$ cat config.mk
export PLATFORM = sky130hd
export DESIGN_NAME = leve_alu_sched
export DESIGN_NICKNAME = d
export VERILOG_FILES = /design/src/rtl/leve_alu_sched.sv
export SDC_FILE = /design/constraint.sdc
export NUM_CORES = 1
export LEC_CHECK = 0
export ABC_CLOCK_PERIOD_IN_PS = 3300
export CORE_AREA = 8 8 103 105
export CTS_CLUSTER_SIZE = 8
export DETAILED_ROUTE_END_ITERATION = 12
export DIE_AREA = 0 0 111 113
export DONT_BUFFER_PORTS = 1
export PLACE_DENSITY = 0.33
export SLEW_MARGIN = 20
export SYNTH_ARGS = -nofsm -noshare
export SYNTH_HDL_FRONTEND = slang
export SYNTH_SLANG_ARGS = --single-unit
$ cat constraint.sdc
create_clock -name clk_i -period 3.3 [get_ports clk_i]
set_input_delay 0.33 -clock clk_i [delete_from_list [all_inputs] [get_ports clk_i]]
set_output_delay 0.33 -clock clk_i [all_outputs]
set_load 0.005 [all_outputs]
$ cat src/rtl/leve_alu_sched.sv
// Two-requester scheduler for a shared fixed-latency ALU with result routing, flush and error flag.
// Optional round-robin arbitration is enabled with `define ALU_SCHED_RR_EN (fixed priority otherwise).

`ifndef XLEN
`define XLEN 32
`endif

module leve_alu_sched #(
    parameter int unsigned XLEN    = `XLEN,
    parameter int unsigned RIDW    = 5,
    parameter int unsigned ALU_LAT = 1
) (
    input  logic                clk_i,
    input  logic                rst_i,
    input  logic [1:0]          req_valid_i,
    output logic [1:0]          req_ready_o,
    input  logic [2*XLEN-1:0]   req_rs1_i,
    input  logic [2*XLEN-1:0]   req_rs2_i,
    input  logic [2*RIDW-1:0]   req_rd_i,
    output logic                alu_valid_o,
    output logic [XLEN-1:0]     alu_rs1_o,
    output logic [XLEN-1:0]     alu_rs2_o,
    input  logic                alu_rd_we_i,
    input  logic [XLEN-1:0]     alu_rd_d_i,
    output logic [1:0]          rsp_valid_o,
    output logic [RIDW-1:0]     rsp_rd_o,
    output logic [XLEN-1:0]     rsp_d_o,
    input  logic                kill_i,
    output logic                busy_o,
    output logic                err_o
);

    localparam int unsigned Tail = ALU_LAT - 1;

    logic [1:0]         gnt;
    logic               gnt_idx;
    logic [ALU_LAT-1:0] v_q, v_d;
    logic [ALU_LAT-1:0] own_q, own_d;
    logic [RIDW-1:0]    rd_q [ALU_LAT];
    logic [RIDW-1:0]    rd_d [ALU_LAT];
    logic [2:0]         drop_q, drop_d;
    logic               err_q, err_d;
    logic               tail_v;
    logic               rsp_fire;

`ifdef ALU_SCHED_RR_EN
    logic last_q, last_d;
`endif

    always_comb begin
        gnt = 2'b00;
        if (!rst_i && !kill_i) begin
`ifdef ALU_SCHED_RR_EN
            if (req_valid_i == 2'b11) begin
                gnt = last_q ? 2'b01 : 2'b10;
            end else begin
                gnt = req_valid_i;
            end
`else
            if (req_valid_i[0]) begin
                gnt = 2'b01;
            end else if (req_valid_i[1]) begin
                gnt = 2'b10;
            end
`endif
        end
    end

    assign gnt_idx     = gnt[1];
    assign req_ready_o = gnt;
    assign alu_valid_o = |gnt;
    assign alu_rs1_o   = gnt_idx ? req_rs1_i[2*XLEN-1:XLEN] : req_rs1_i[XLEN-1:0];
    assign alu_rs2_o   = gnt_idx ? req_rs2_i[2*XLEN-1:XLEN] : req_rs2_i[XLEN-1:0];

`ifdef ALU_SCHED_RR_EN
    assign last_d = (|gnt) ? gnt_idx : last_q;

    always_ff @(posedge clk_i) begin
        if (rst_i) begin
            last_q <= 1'b1;
        end else begin
            last_q <= last_d;
        end
    end
`endif

    // Tag pipe: stage 0 takes this cycle's issue, the tail lines up with the ALU result.
    always_comb begin
        v_d      = '0;
        own_d    = '0;
        v_d[0]   = |gnt;
        own_d[0] = gnt_idx;
        rd_d[0]  = gnt_idx ? req_rd_i[2*RIDW-1:RIDW] : req_rd_i[RIDW-1:0];
        for (int i = 1; i < int'(ALU_LAT); i++) begin
            v_d[i]   = v_q[i-1];
            own_d[i] = own_q[i-1];
            rd_d[i]  = rd_q[i-1];
        end
        if (kill_i) begin
            v_d = '0;
        end
    end

    assign tail_v   = v_q[Tail];
    assign rsp_fire = tail_v && alu_rd_we_i && !kill_i && !rst_i;

    assign rsp_valid_o = rsp_fire ? (own_q[Tail] ? 2'b10 : 2'b01) : 2'b00;
    assign rsp_rd_o    = rd_q[Tail];
    assign rsp_d_o     = alu_rd_d_i;

    // Results of killed ops still arrive for ALU_LAT cycles; the drop window swallows them.
    always_comb begin
        drop_d = drop_q;
        if (kill_i) begin
            drop_d = 3'(ALU_LAT);
        end else if (drop_q != 3'd0) begin
            drop_d = drop_q - 3'd1;
        end
    end

    always_comb begin
        err_d = err_q;
        if (!kill_i && ((alu_rd_we_i && !tail_v && drop_q == 3'd0) ||
                        (tail_v && !alu_rd_we_i))) begin
            err_d = 1'b1;
        end
    end

    always_ff @(posedge clk_i) begin
        if (rst_i) begin
            v_q    <= '0;
            drop_q <= 3'd0;
            err_q  <= 1'b0;
        end else begin
            v_q    <= v_d;
            drop_q <= drop_d;
            err_q  <= err_d;
        end
    end

    always_ff @(posedge clk_i) begin
        own_q <= own_d;
        rd_q  <= rd_d;
    end

    assign busy_o = !rst_i && (|v_q);
    assign err_o  = err_q;

endmodule

==> results of run 1 <==
## metal layers
| layer | vias to the layer above | track usage [%] |
|---|---|---|
| li1 | 421 | - |
| met1 | 430 | 8.08 |
| met2 | 154 | 17.5 |
| met3 | 14 | 10.6 |
| met4 | 4 | 3.33 |
| met5 | - | 0 |
## power by group
group	leakage, nW	internal [mW]	switching [mW]
clock	0.0255	0.0829	0.0516
sequential	0.0915	0.142	0.00661
combinational	0.363	0.0657	0.0513
total	0.480	0.291	0.110
## cell families (layout without fill, tap and decap cells)
| kind of cell | after synthesis | in the layout | synth area share, % |
|---|---|---|---|
| AO/OA/AOI/OAI | 6 | 6 | 3.04 |
| adder cells (fa/ha/maj) | 2 | 2 | 1.60 |
| buffers and inverters | 42 | 8 | 21.1 |
| flip-flops | 11 | 11 | 14.1 |
| multiplexers | 69 | 69 | 52.1 |
| other | 0 | 3 | 0 |
| AND/OR/NAND/NOR | 15 | 15 | 8.08 |
## cell usage in the layout, fill, tap and decap left out, types with 2 or more instances in the layout
cell,netlist,routed
clkbuf_8,0,3
dfxtp_1,11,11
diode_2,0,3
ha_1,2,2
inv_1,3,3
mux2_2,58,58
mux2_4,10,10
nand2b_1,2,2
nor2b_1,3,3
nor3b_1,2,2
o21a_1,3,3
## cell usage after synthesis, types with 2 or more instances
cell type  number  area share, %
buf_4          32             15
buf_6           7            5.0
dfxtp_1        11             14
ha_1            2            1.6
inv_1           3           0.72
mux2_2         58             42
mux2_4         10            9.6
nand2b_1        2           0.80
nor2b_1         3            1.2
nor3b_1         2           0.96
o21a_1          3            1.4
## worst paths after layout
path	endpoint	start	slack, ps
setup / recovery	alu_rs1_o[15]	kill_i	1180
hold / removal	drop_q[0]	rst_i	160
setup reg to reg	drop_q[1]	drop_q[0]	1950
hold reg to reg	err_o	err_o	530
## sequential cells by signal, indices dropped and copies added (netlist names)
register,count
tail_v,1
drop_q,3
rsp_rd_o,5
err_o,1
own_q,1
## worst max-delay path, cell delays in order
cell     delay [ps]
nor4b_4         240
buf_4           720
mux2_2          450
## layout make-up
class	count	area share [%]
Antenna cell	3	0.519
Multi-Input combinational cell	92	70.1
Clock buffer	3	2.86
Sequential cell	11	15.2
Clock inverter	1	0.346
Tap cell	111	9.61
Timing Repair Buffer	1	0.519
Inverter	3	0.779
==> flow_summary.yaml, run 1 <==
status:
  status: "finished, final reports clean"
logic_synthesis:
  ys_ff_latch: 11
  synth_area_per_cell_um2: 10.8
  ys_async_sr_fraction_pct: 0
  yosysUniqueCellTypes: 23
  synth_enable_flop_cells: 0
  yosysWarnings: 0
  yosysSeqAreaShare_pct: 14.1
  syn_inst: 145
  syn_area_mm2: 0.00156
  synth_fp_nets: 323
  synth_ff_type: "dfxtp_1"
placed_design:
  portBuffers: 0
  pre_cts_ws_ps: 1160
  gp_congestion: 0.795
  dpl.cell_count: 218
  dpl-instance-area_mm2: 0.00139
  dp_hpwl_um: 6860
flow_run:
  cap_violations: 0
timing:
  finalHoldViolCount: 0
  slew_viol_final: 0
  fin_skew_ps: 0.674
  max_freq_mhz: 473
  tightest_slew_ps: 884
  rsz0062_at_grt: "false"
  final-setup-viol-count: 0
  period_needed_ps: 2120
  setup_tns_ps: 0
  timing.hold.ws_ps: 159
  setup_slack_ps: 1180
  min_period_over_period_pct: 64.1
  slew_headroom_pct: 41.0
setup_path:
  cp-start-kind: "primary input"
  required_ps: 2970
  crit_fanout: 71
  critPathKind: "primary input to primary output"
  crit_arrival_ps: 1790
  rr_worst_depth: 4
  cp-end-kind: "primary output"
grt:
  antenna_found_initial: 5
  grt_pass1_vias: 1263
  grt_util_all_layers_pct: 10.4
  gr-total-overflow: 0
  grt_max_degree: 72
  grt_pass1_wl_um: 10100
route:
  first_iter_violations: 49
  vias: 1023
  drc: 0
  totalWireLength_um: 7360
  wl_met1_um: 1980
  routed.top_layer: "met5"
  vias_per_cell: 4.55
  drtPass1Iterations: 4
  wire_per_inst_um: 32.7
  routed-wl-met3_um: 1600
  route.met2.wl_um: 3600
  detail-route-antenna-nets: 0
clocking:
  ctsResizeCount: 0
  cts.sinks: 11
  cts-buffers-inserted: 3
  clk_pin_slew_ps: 60
  cts_tree: "yes"
  holdBufCountCts: 0
  h-tree-depth: 1
  cts_setup_buffers: 0
  clk-insertion-delay-late_ps: 240
  clockRootBuffer: "clkbuf_8"
  clockBufferDepth: 2
final_layout:
  fin_util_pct: 16.1
  seq_area_um2: 220
  area_growth_pct: -7.60
  num-nets-final: 290
  fillers: 980
  drive_gt1_share_pct: 66.7
  fin_cells: 225
  multi_input_area_mm2: 0.00101
  stdcell_area_mm2: 0.00145
power:
  power.total_mw: 0.400
  cellPowerDensity_mw_per_mm2: 277
  ir_drop_mv: 0.0705
  p_leak_nw: 0.480
floorplanning:
  die-area_mm2: 0.0125
  io_pins: 284
  die-height_um: 113
  initial_core_util_pct: 17.4
  core_mm2: 0.00898
  fp.dieW_um: 111
  rows: 35
hold_path:
  hold-path-cell-count: 1
  min_path_type: "primary input to flip-flop"
No activity file was read; power rests on OpenSTA's default activity.
==> run 2: changes to the inputs <==
- ABC_CLOCK_PERIOD_IN_PS: 3300 -> 2150
- clock period: 3.3 -> 2.15 ns (I/O delays scaled with it)
==> flow_summary.yaml, run 2 (synthesis gave the netlist of run 1 again) <==
setup_path:
  cp-start-kind: "primary input"
  critPathKind: "primary input to primary output"
  cp-end-kind: "primary output"
  crit_fanout: 71
  required_ps: 1930
  crit_arrival_ps: 1340
timing:
  rsz0062_at_grt: "false"
  final-setup-viol-count: 0
  max_freq_mhz: 643
  slew_viol_final: 0
  min_period_over_period_pct: 72.3
  finalHoldViolCount: 0
  period_needed_ps: 1560
  slew_headroom_pct: 74.8
  fin_skew_ps: 0.660
  setup_tns_ps: 0
  tightest_slew_ps: 369
final_layout:
  largest_register_ffs: 5
  multi_input_area_mm2: 0.00101
  num-nets-final: 290
  mostFrequentLayoutCell: "mux2_2"
  area_growth_pct: -6.80
  seq_area_um2: 220
  fillers: 972
  final_cell_mix: "mux2_2, dfxtp_1, mux2_4"
  fin_cells: 225
  fin_util_pct: 16.2
  drive_gt1_share_pct: 66.7
route:
  vias: 1027
  first_iter_violations: 51
  totalWireLength_um: 7250
  detail-route-antenna-nets: 0
  wire_per_inst_um: 32.2
  drc: 0
  drtPass1Iterations: 4
  vias_per_cell: 4.56
clocking:
  clk-insertion-delay-late_ps: 240
  cts.sinks: 11
  clockBufferDepth: 2
  h-tree-depth: 1
  cts_setup_buffers: 0
  ctsResizeCount: 0
  cts_tree: "yes"
  clk_pin_slew_ps: 50
  clockRootBuffer: "clkbuf_8"
  holdBufCountCts: 0
  cts-buffers-inserted: 3
floorplanning:
  initial_core_util_pct: 17.4
  die-height_um: 113
  rows: 35
  io_pins: 284
  core_mm2: 0.00898
  die-area_mm2: 0.0125
  fp.dieW_um: 111
placed_design:
  dpl.cell_count: 218
  gp_congestion: 0.788
  portBuffers: 0
  dp_hpwl_um: 6720
power:
  p_leak_nw: 0.483
  cellPowerDensity_mw_per_mm2: 422
  ir_drop_mv: 0.121
grt:
  antenna_found_initial: 5
  grt_pass1_vias: 1261
  grt_pass1_wl_um: 9930
  grt_max_degree: 72
  gr-total-overflow: 0
  grt_util_all_layers_pct: 10.3
status:
  status: "finished, final reports clean"
hold_path:
  min_path_type: "primary input to flip-flop"
flow_run:
  cap_violations: 0
run 2: layer usage:
| layer | up-vias | part of all wire, % | track usage [%] |
|---|---|---|---|
| li1 | 422 | - | - |
| met1 | 444 | 31 | 8.14 |
| met2 | 147 | 48 | 16.9 |
| met3 | 12 | 19 | 10.5 |
| met4 | 2 | 1.9 | 3.42 |
| met5 | - | 0.18 | 0 |
run 2: final cells by class:
type / instances / share of cell area, %
Antenna cell: 3 / 0.515
Clock buffer: 3 / 2.83
Clock inverter: 1 / 0.343
Inverter: 3 / 0.773
Multi-Input combinational cell: 92 / 69.5
Sequential cell: 11 / 15.1
Tap cell: 111 / 9.53
Timing Repair Buffer: 1 / 1.37
run 2: report_power, final:
part           switching, mW  internal (mW)  leakage, nW  total, mW
registers             0.0104          0.218       0.0915      0.229
clock network         0.0773          0.127       0.0255      0.205
logic                 0.0798          0.102        0.366      0.182
run 2: critical path, cell delays in order:
cell	delay (ps)
nor4b_4	300
buf_12	370
mux2_2	420
run 2: metrics by stage:
| step | instance area (um^2) | power, mW | hold WS (ps) | setup slack [ps] |
|---|---|---|---|---|
| floorplan | 1560 | 0.436 | 287 | 646 |
| global placement | 1400 | 0.418 | 293 | 603 |
| detailed placement | 1400 | 0.419 | 291 | 591 |
| CTS | 1450 | 0.636 | 31.9 | 591 |
| global route | 1450 | 0.658 | 33.3 | 519 |
| finish | 1460 | 0.615 | 44.6 | 595 |
run 2: path summary, 6_finish.rpt:
check                           depth (start not counted)  slack (ps)       from       endpoint
worst max-delay path                                    3         590     kill_i  alu_rs2_o[23]
worst min-delay path                                    1          40      rst_i          err_o
worst max register to register                          4         810  drop_q[0]      drop_q[1]
worst min register to register                          2         520      err_o          err_o
==> run 3: changes to the inputs <==
- ABC_CLOCK_PERIOD_IN_PS: 2150 -> 1400
- PLACE_DENSITY: 0.33 -> 0.34
- clock period: 2.15 -> 1.4 ns (I/O delays scaled with it)
==> flow_summary.yaml, run 3 (synthesis gave the netlist of run 1 again) <==
final_layout:
  num-nets-final: 296
  seq_area_um2: 220
  multi_input_area_mm2: 0.00101
  n_antenna_cell: 0
  fillers: 971
  mostFrequentLayoutCell: "mux2_2"
  area_growth_pct: -2.80
  drive_gt1_share_pct: 65.8
  largest_register_ffs: 5
  final_cell_mix: "mux2_2, dfxtp_1, mux2_4"
setup_path:
  crit_arrival_ps: 1180
  slowest_stage: "mux2_2"
  cp-end-kind: "primary output"
  critPathKind: "primary input to primary output"
  crit_fanout: 37
  r2r-start: "drop_q[0]"
  rr_worst_depth: 4
  reg2reg_to: "drop_q[1]"
  cp-start-kind: "primary input"
  path_cells: "nor4b_4 > buf_6 > buf_12 > mux2_2"
  required_ps: 1260
  crit_end: "alu_rs2_o[8]"
  reg2reg_slack_ps: 100
  crit_start: "kill_i"
  cpPeakStageDelay_ps: 380
timing:
  setup_tns_ps: 0
  fin_skew_ps: 1.01
  tightest_slew_ps: 339
  finalHoldViolCount: 0
  period_needed_ps: 1320
  rsz0062_at_grt: "false"
  setup_slack_ps: 81.3
  slew_viol_final: 0
  max_freq_mhz: 758
  min_period_over_period_pct: 94.2
  timing.hold.ws_ps: 19.0
  final-setup-viol-count: 0
  slew_headroom_pct: 77.3
floorplanning:
  die-height_um: 113
  core_mm2: 0.00898
  fp.dieW_um: 111
  io_pins: 284
  initial_core_util_pct: 17.4
  rows: 35
  die-area_mm2: 0.0125
clocking:
  clk-insertion-delay-late_ps: 240
  cts_setup_buffers: 0
  cts-buffers-inserted: 3
  clk_pin_slew_ps: 60
  clockRootBuffer: "clkbuf_8"
  clockBufferDepth: 2
  h-tree-depth: 1
  cts.sinks: 11
  cts_tree: "yes"
status:
  status: "finished, final reports clean"
placed_design:
  dp_hpwl_um: 5430
  portBuffers: 0
  pre_cts_ws_ps: 30.8
  gp_congestion: 0.713
grt:
  gr-total-overflow: 0
  grt_util_all_layers_pct: 7.98
  grt_pass1_wl_um: 8110
  antenna_found_initial: 0
  grt_max_degree: 38
  grt_pass1_vias: 1326
route:
  vias: 1022
  detail-route-antenna-nets: 0
  first_iter_violations: 36
  wire_per_inst_um: 25.9
  drtPass1Iterations: 4
  totalWireLength_um: 5900
  vias_per_cell: 4.48
  drc: 0
flow_run:
  cap_violations: 0
hold_path:
  min_path_type: "primary input to flip-flop"
power:
  p_leak_nw: 0.515
  ir_drop_mv: 0.243
  cellPowerDensity_mw_per_mm2: 640
==> run 3: power breakdown <==
group	total, mW	switching, mW	leakage, nW	internal (mW)
logic	0.293	0.125	0.398	0.168
registers	0.352	0.0170	0.0915	0.335
clock network	0.328	0.132	0.0255	0.196
==> run 3: metrics by stage <==
stage               total power, mW  std cells  utilization [%]  area, um^2
floorplan                     0.670        145                -        1560
global placement              0.644        221             16.0        1440
detailed placement            0.650        221             16.0        1440
CTS                            1.01        228             16.9        1520
global route                   1.04        228             16.9        1520
finish                        0.973        228             16.9        1520
==> run 3: critical path, delay by kind of cell <==
| family | cells | cell delay [ps] |
|---|---|---|
| simple gates | 1 | 270 |
| mux | 1 | 380 |
| buf+inv | 2 | 370 |
==> run 3: worst min path at each step <==
stage | slack (ps) | from | endpoint | depth (start not counted)
4_1_cts | 6 | req_valid_i[1] | tail_v | 1
6_report | 20 | req_valid_i[1] | tail_v | 1
5_1_grt | 20 | req_valid_i[1] | tail_v | 1
2_1_floorplan | 210 | rst_i | err_o | 1
3_3_place_gp | 220 | rst_i | err_o | 1
3_5_place_dp | 220 | rst_i | err_o | 1
==> run 3: cell type report <==
type                            count  share of cell area [%]
Multi-Input combinational cell     92                    66.7
Sequential cell                    11                    14.5
Inverter                            3                   0.741
Clock inverter                      1                   0.329
Clock buffer                        3                    2.72
Tap cell                          111                    9.14
Timing Repair Buffer                7                    5.84
==> run 3: per-layer routing <==
metal  share of wire (%)  vias up  GRT usage, %
li1                    -      431             -
met1                  31      472          6.78
met2                  58      115          15.7
met3                  11        4          4.60
met4                0.31        0          1.44
met5                   0        -             0
==> run 3: timing repair <==
action | 4_1_cts | 5_1_grt
endpoints found under the setup margin | 0 | 4
hold buffers | 3 | 0
hold endpoints to repair | 4 | 0
gates resized for setup | 0 | 2
==> variant 1 (config.mk and constraints of run 1) <==
Build with the macro `ALU_SCHED_RR_EN` defined.
--- a/src/rtl/leve_alu_sched.sv
+++ b/src/rtl/leve_alu_sched.sv
@@ -1,5 +1,7 @@
 // Two-requester scheduler for a shared fixed-latency ALU with result routing, flush and error flag.
 // Optional round-robin arbitration is enabled with `define ALU_SCHED_RR_EN (fixed priority otherwise).
+
+`define ALU_SCHED_RR_EN
 
 `ifndef XLEN
 `define XLEN 32
Formal check against the unedited RTL: not equivalent (Yosys sat finds a counterexample within 4 cycles, from zero or initial values and one cycle with rst_i high).
==> variant 1 against run 1 <==
- non-clock buffer count unchanged
- hold slack about the same
- clock power down 4%
- total power up 16%
- register-to-register slack worse by 0.71 ns
- sequential cell count up 1
- wire length down 2.3%
- synthesized area up 15%
- die area unchanged
- worst setup slack worse by 0.41 ns
- utilization up 2.4 points
- final area up 15%
==> variant 1: results (changes against run 1) <==
grt met1 use=0.0931 (was 0.0808); grt met3 use=0.0646 (was 0.106); aggregate routed wire length=7.19 mm (was 7.36 mm); post-synth cell types=25 (was 23); crit path kind=register to output pin (was input port to output pin); Max FO, Critical Path=62 (was 71); Placed Cells incl. Taps=226 (was 218); Worst VDD drop=0.227 mV (was 0.0705 mV); drt wl/cell=31.4 microns (was 32.7 microns); detailed-route via count=1,049 (was 1,023); Inserted Diodes=0 (was 3); Nets=298 (was 290); Commonest cells post-synth=mux2_4, buf_4, dfxtp_1 (was mux2_2, buf_4, dfxtp_1); Filler cells=941 (was 980); fraction of layout cells with a size suffix above 1=0.661 (was 0.667); Cells after Synth=153 (was 145); first-pass GRT wire length=9.57 mm (was 10.1 mm); status=finished, final reports clean (unchanged); Leak=0.875 nW (was 0.480 nW); Area contributors post-synth=mux2_4, dfxtp_1, buf_4, buf_6, ha_1 (was mux2_2, buf_4, dfxtp_1, mux2_4, buf_6); pin count of the biggest net entering global routing=63 (was 72); RD Place Congestion=0.807 (was 0.795); post-synth net total=331 (was 323); total global-route track usage=0.0982 (was 0.104); initial antenna violation count=0 (was 5); Final HPWL DP=6.61 mm (was 6.86 mm); Power Dens Cells=278 nW/um^2 (was 277 nW/um^2); Max-slew headroom=0.311 (was 0.410); cts bufs inserted=3 (unchanged); Post-DP Area=1620 sq um (was 1390 sq um); sequential element share of the synthesized area=0.134 (was 0.141); GR Util met2=0.166 (was 0.175); DRT iter0 DRCs=44 (was 49)
[variant 1: changes by cell type after synthesis, sizes merged, moves of 3 or more]
cell / before / now
nand3: 0 / 3
nand2: 0 / 3
nor2: 1 / 5
inv: 3 / 7
o21a: 3 / 0
[variant 1: final timing paths]
check | end | slack, ns | depth (start not counted)
setup reg to reg | last_q$_SDFFE_PP1P_ | 1.24 | 5
hold reg to reg | err_o$_SDFFE_PP0P_ | 0.47 | 2
hold / removal | err_o$_SDFFE_PP0P_ | 0.16 | 1
setup / recovery | alu_rs2_o[31] | 0.78 | 4
[variant 1: critical path, stage by stage (launching register included)]
cell and delay, ns:
dfxtp_1 0.33, nand2_1 0.09, nand3_4 0.21, buf_4 0.81, mux2_2 0.44
[variant 1: per-stage QoR]
stage | utilization | setup WS, ns
after CTS | 0.185 | 0.751
after global routing | 0.185 | 0.651
after floorplan | - | 1.82
after detailed placement | 0.181 | 1.02
after global placement | 0.181 | 1.09
final | 0.185 | 0.779
[variant 1: cell families after synthesis]
group,synth area share
xor+xnor,0.00487
fa+ha+maj,0.0139
compound gates,0.0188
flops,0.134
buf+inv,0.194
simple gates,0.0571
mux,0.578
[variant 1: layout make-up]
| cell class | instances | share of cell area |
|---|---|---|
| timing repair buffer | 1 | 0.00451 |
| inverter | 7 | 0.0158 |
| clock buffer | 3 | 0.0248 |
| sequential | 12 | 0.144 |
| multi-input combinational | 95 | 0.727 |
| tap | 111 | 0.0835 |
[variant 1: routing by layer]
layer	up-vias	part of all wire
li1	430	-
met1	443	0.31
met2	150	0.50
met3	26	0.16
met4	0	0.033
met5	-	0
[variant 1: power groups by stage]
stage                     sequential, W  clock (W)  combinational (W)
final                          0.000164   0.000129           0.000170
after global routing           0.000165   0.000148           0.000182
after CTS                      0.000164   0.000137           0.000174
after detailed placement       0.000167          0           0.000173
after global placement         0.000167          0           0.000173
after floorplan                0.000164          0           0.000177
==> variant 2 (settings of run 1) <==
Without the edit above. Register the output `err_o` once more, without a reset; this adds one clock of latency there. The other outputs are not delayed to match.
--- a/src/rtl/leve_alu_sched.sv
+++ b/src/rtl/leve_alu_sched.sv
@@ -144,7 +144,9 @@
     end
 
     assign busy_o = !rst_i && (|v_q);
-    assign err_o  = err_q;
+    always_ff @(posedge clk_i) begin
+        err_o <= err_q;
+    end
 
 endmodule
 
Formal check against the unedited RTL: not equivalent (a bounded check fails within 4 cycles, from zero or initial values and one cycle with rst_i high).
==> variant 2 against run 1 <==
- wire length down 0.31%
- total power up 1.9%
- utilization up 0.14 points
- worst setup slack better by 0.0032 ns
- synthesized cell count up 0.69%
- hold slack better by 0.00058 ns
- final area up 0.87%
- synthesized area up 1.3%
- sequential cell count up 1
- critical path type unchanged
==> variant 2: results (changes against run 1) <==
aggregate routed wire length=7.34 mm (was 7.36 mm); Final HPWL DP=6.80 mm (was 6.86 mm); DRT iter0 DRCs=37 (was 49); Worst Setup Slack, final=1.19 ns (was 1.18 ns); detailed-route via count=1,016 (was 1,023); Worst-Skew Late Latency=0.24 ns (about the same); GR Util met2=0.188 (was 0.175); grt met1 use=0.0954 (was 0.0808); first-pass GRT wire length=9.87 mm (was 10.1 mm); worst reg2reg setup slack=1.97 ns (was 1.95 ns); post-synth net total=324 (was 323); grt met3 use=0.0608 (was 0.106); port buffer count=0 (unchanged); Post-DP Area=1410 sq um (was 1390 sq um); hold-critical path depth=1 (unchanged); non-filler cells, final=224 (was 225); sequential element share of the synthesized area=0.152 (was 0.141); Leak=0.484 nW (was 0.480 nW); vias in the first global route=1,238 (was 1,263); worst-margin pin slew=0.887 ns (was 0.884 ns); Mean Syn Cell Area=10.8 sq um (about the same); Commonest cells post-synth=mux2_2, buf_4, dfxtp_1 (unchanged); fraction of layout cells with a size suffix above 1=0.658 (was 0.667); RD Place Congestion=0.826 (was 0.795); Nets=291 (was 290); Area contributors post-synth=mux2_2, dfxtp_1, buf_4, mux2_4, buf_6 (was mux2_2, buf_4, dfxtp_1, mux2_4, buf_6); status=finished, final reports clean (unchanged); prevailing post-synth register cell=dfxtp_1 (unchanged); Longest Clk Path Bufs=2 (unchanged); total global-route track usage=0.103 (was 0.104); initial antenna violation count=4 (was 5); Post-CTS Resized=0 (unchanged); Worst VDD drop=0.0867 mV (was 0.0705 mV); Fin Clk Skew=0.00547 ns (was 0.000674 ns); dpl ws=1.17 ns (was 1.16 ns); Final setup viols=0 (unchanged); worst setup path endpoint=alu_rs1_o[9] (was alu_rs1_o[15])
==> variant 2: per-layer routing <==
metal  wire (microns)  share of wire
met1             2400           0.33
met2             4010           0.55
met3              873           0.12
met4               55         0.0075
met5                0              0
==> variant 2: area by class of cell <==
class | instances | area [sq um]
diodes | 2 | 5.00
clock buffers | 3 | 41.3
fillers | 981 | 7520
inverters | 3 | 11.3
multi-input cells | 92 | 1010
flip-flops and latches | 12 | 240
well taps | 111 | 139
repair buffers | 1 | 7.51
==> variant 2: how the worst min path moves through the flow <==
stage	from	to	slack, ns
after floorplan	err_q$_SDFFE_PP0P_	err_o$_DFF_P_	0.35
after global placement	err_q$_SDFFE_PP0P_	err_o$_DFF_P_	0.36
after detailed placement	err_q$_SDFFE_PP0P_	err_o$_DFF_P_	0.36
after CTS	rst_i	err_q$_SDFFE_PP0P_	0.15
after global routing	rst_i	err_q$_SDFFE_PP0P_	0.15
final	rst_i	err_q$_SDFFE_PP0P_	0.16
==> variant 2: cells by family (layout without fill, tap and decap cells) <==
family | after synthesis | count (layout) | share of synthesized area
compound gates | 6 | 6 | 0.0300
other cells | 0 | 2 | 0
simple gates | 15 | 15 | 0.0798
flops | 12 | 12 | 0.152
buf+inv | 42 | 7 | 0.209
fa+ha+maj | 2 | 2 | 0.0158
mux | 69 | 69 | 0.514
==> variant 2: power by group <==
| part | switching [W] | internal [W] | total, W | leakage (nW) |
|---|---|---|---|---|
| Sequential | 0.00000743 | 0.000156 | 0.000163 | 0.0997 |
| Clock | 0.0000463 | 0.0000798 | 0.000126 | 0.0216 |
| Combinational | 0.0000532 | 0.0000658 | 0.000119 | 0.363 |
==> variant 2: worst max-delay path: stages <==
cell     delay, ns
nor4b_4       0.24
buf_4         0.72
mux2_2        0.44
==> variant 2: metrics by stage <==
step,util,hold WS (ns)
final,0.162,0.160
after global routing,0.162,0.148
after CTS,0.162,0.154
after detailed placement,0.157,0.361
after global placement,0.157,0.362
after floorplan,-,0.351
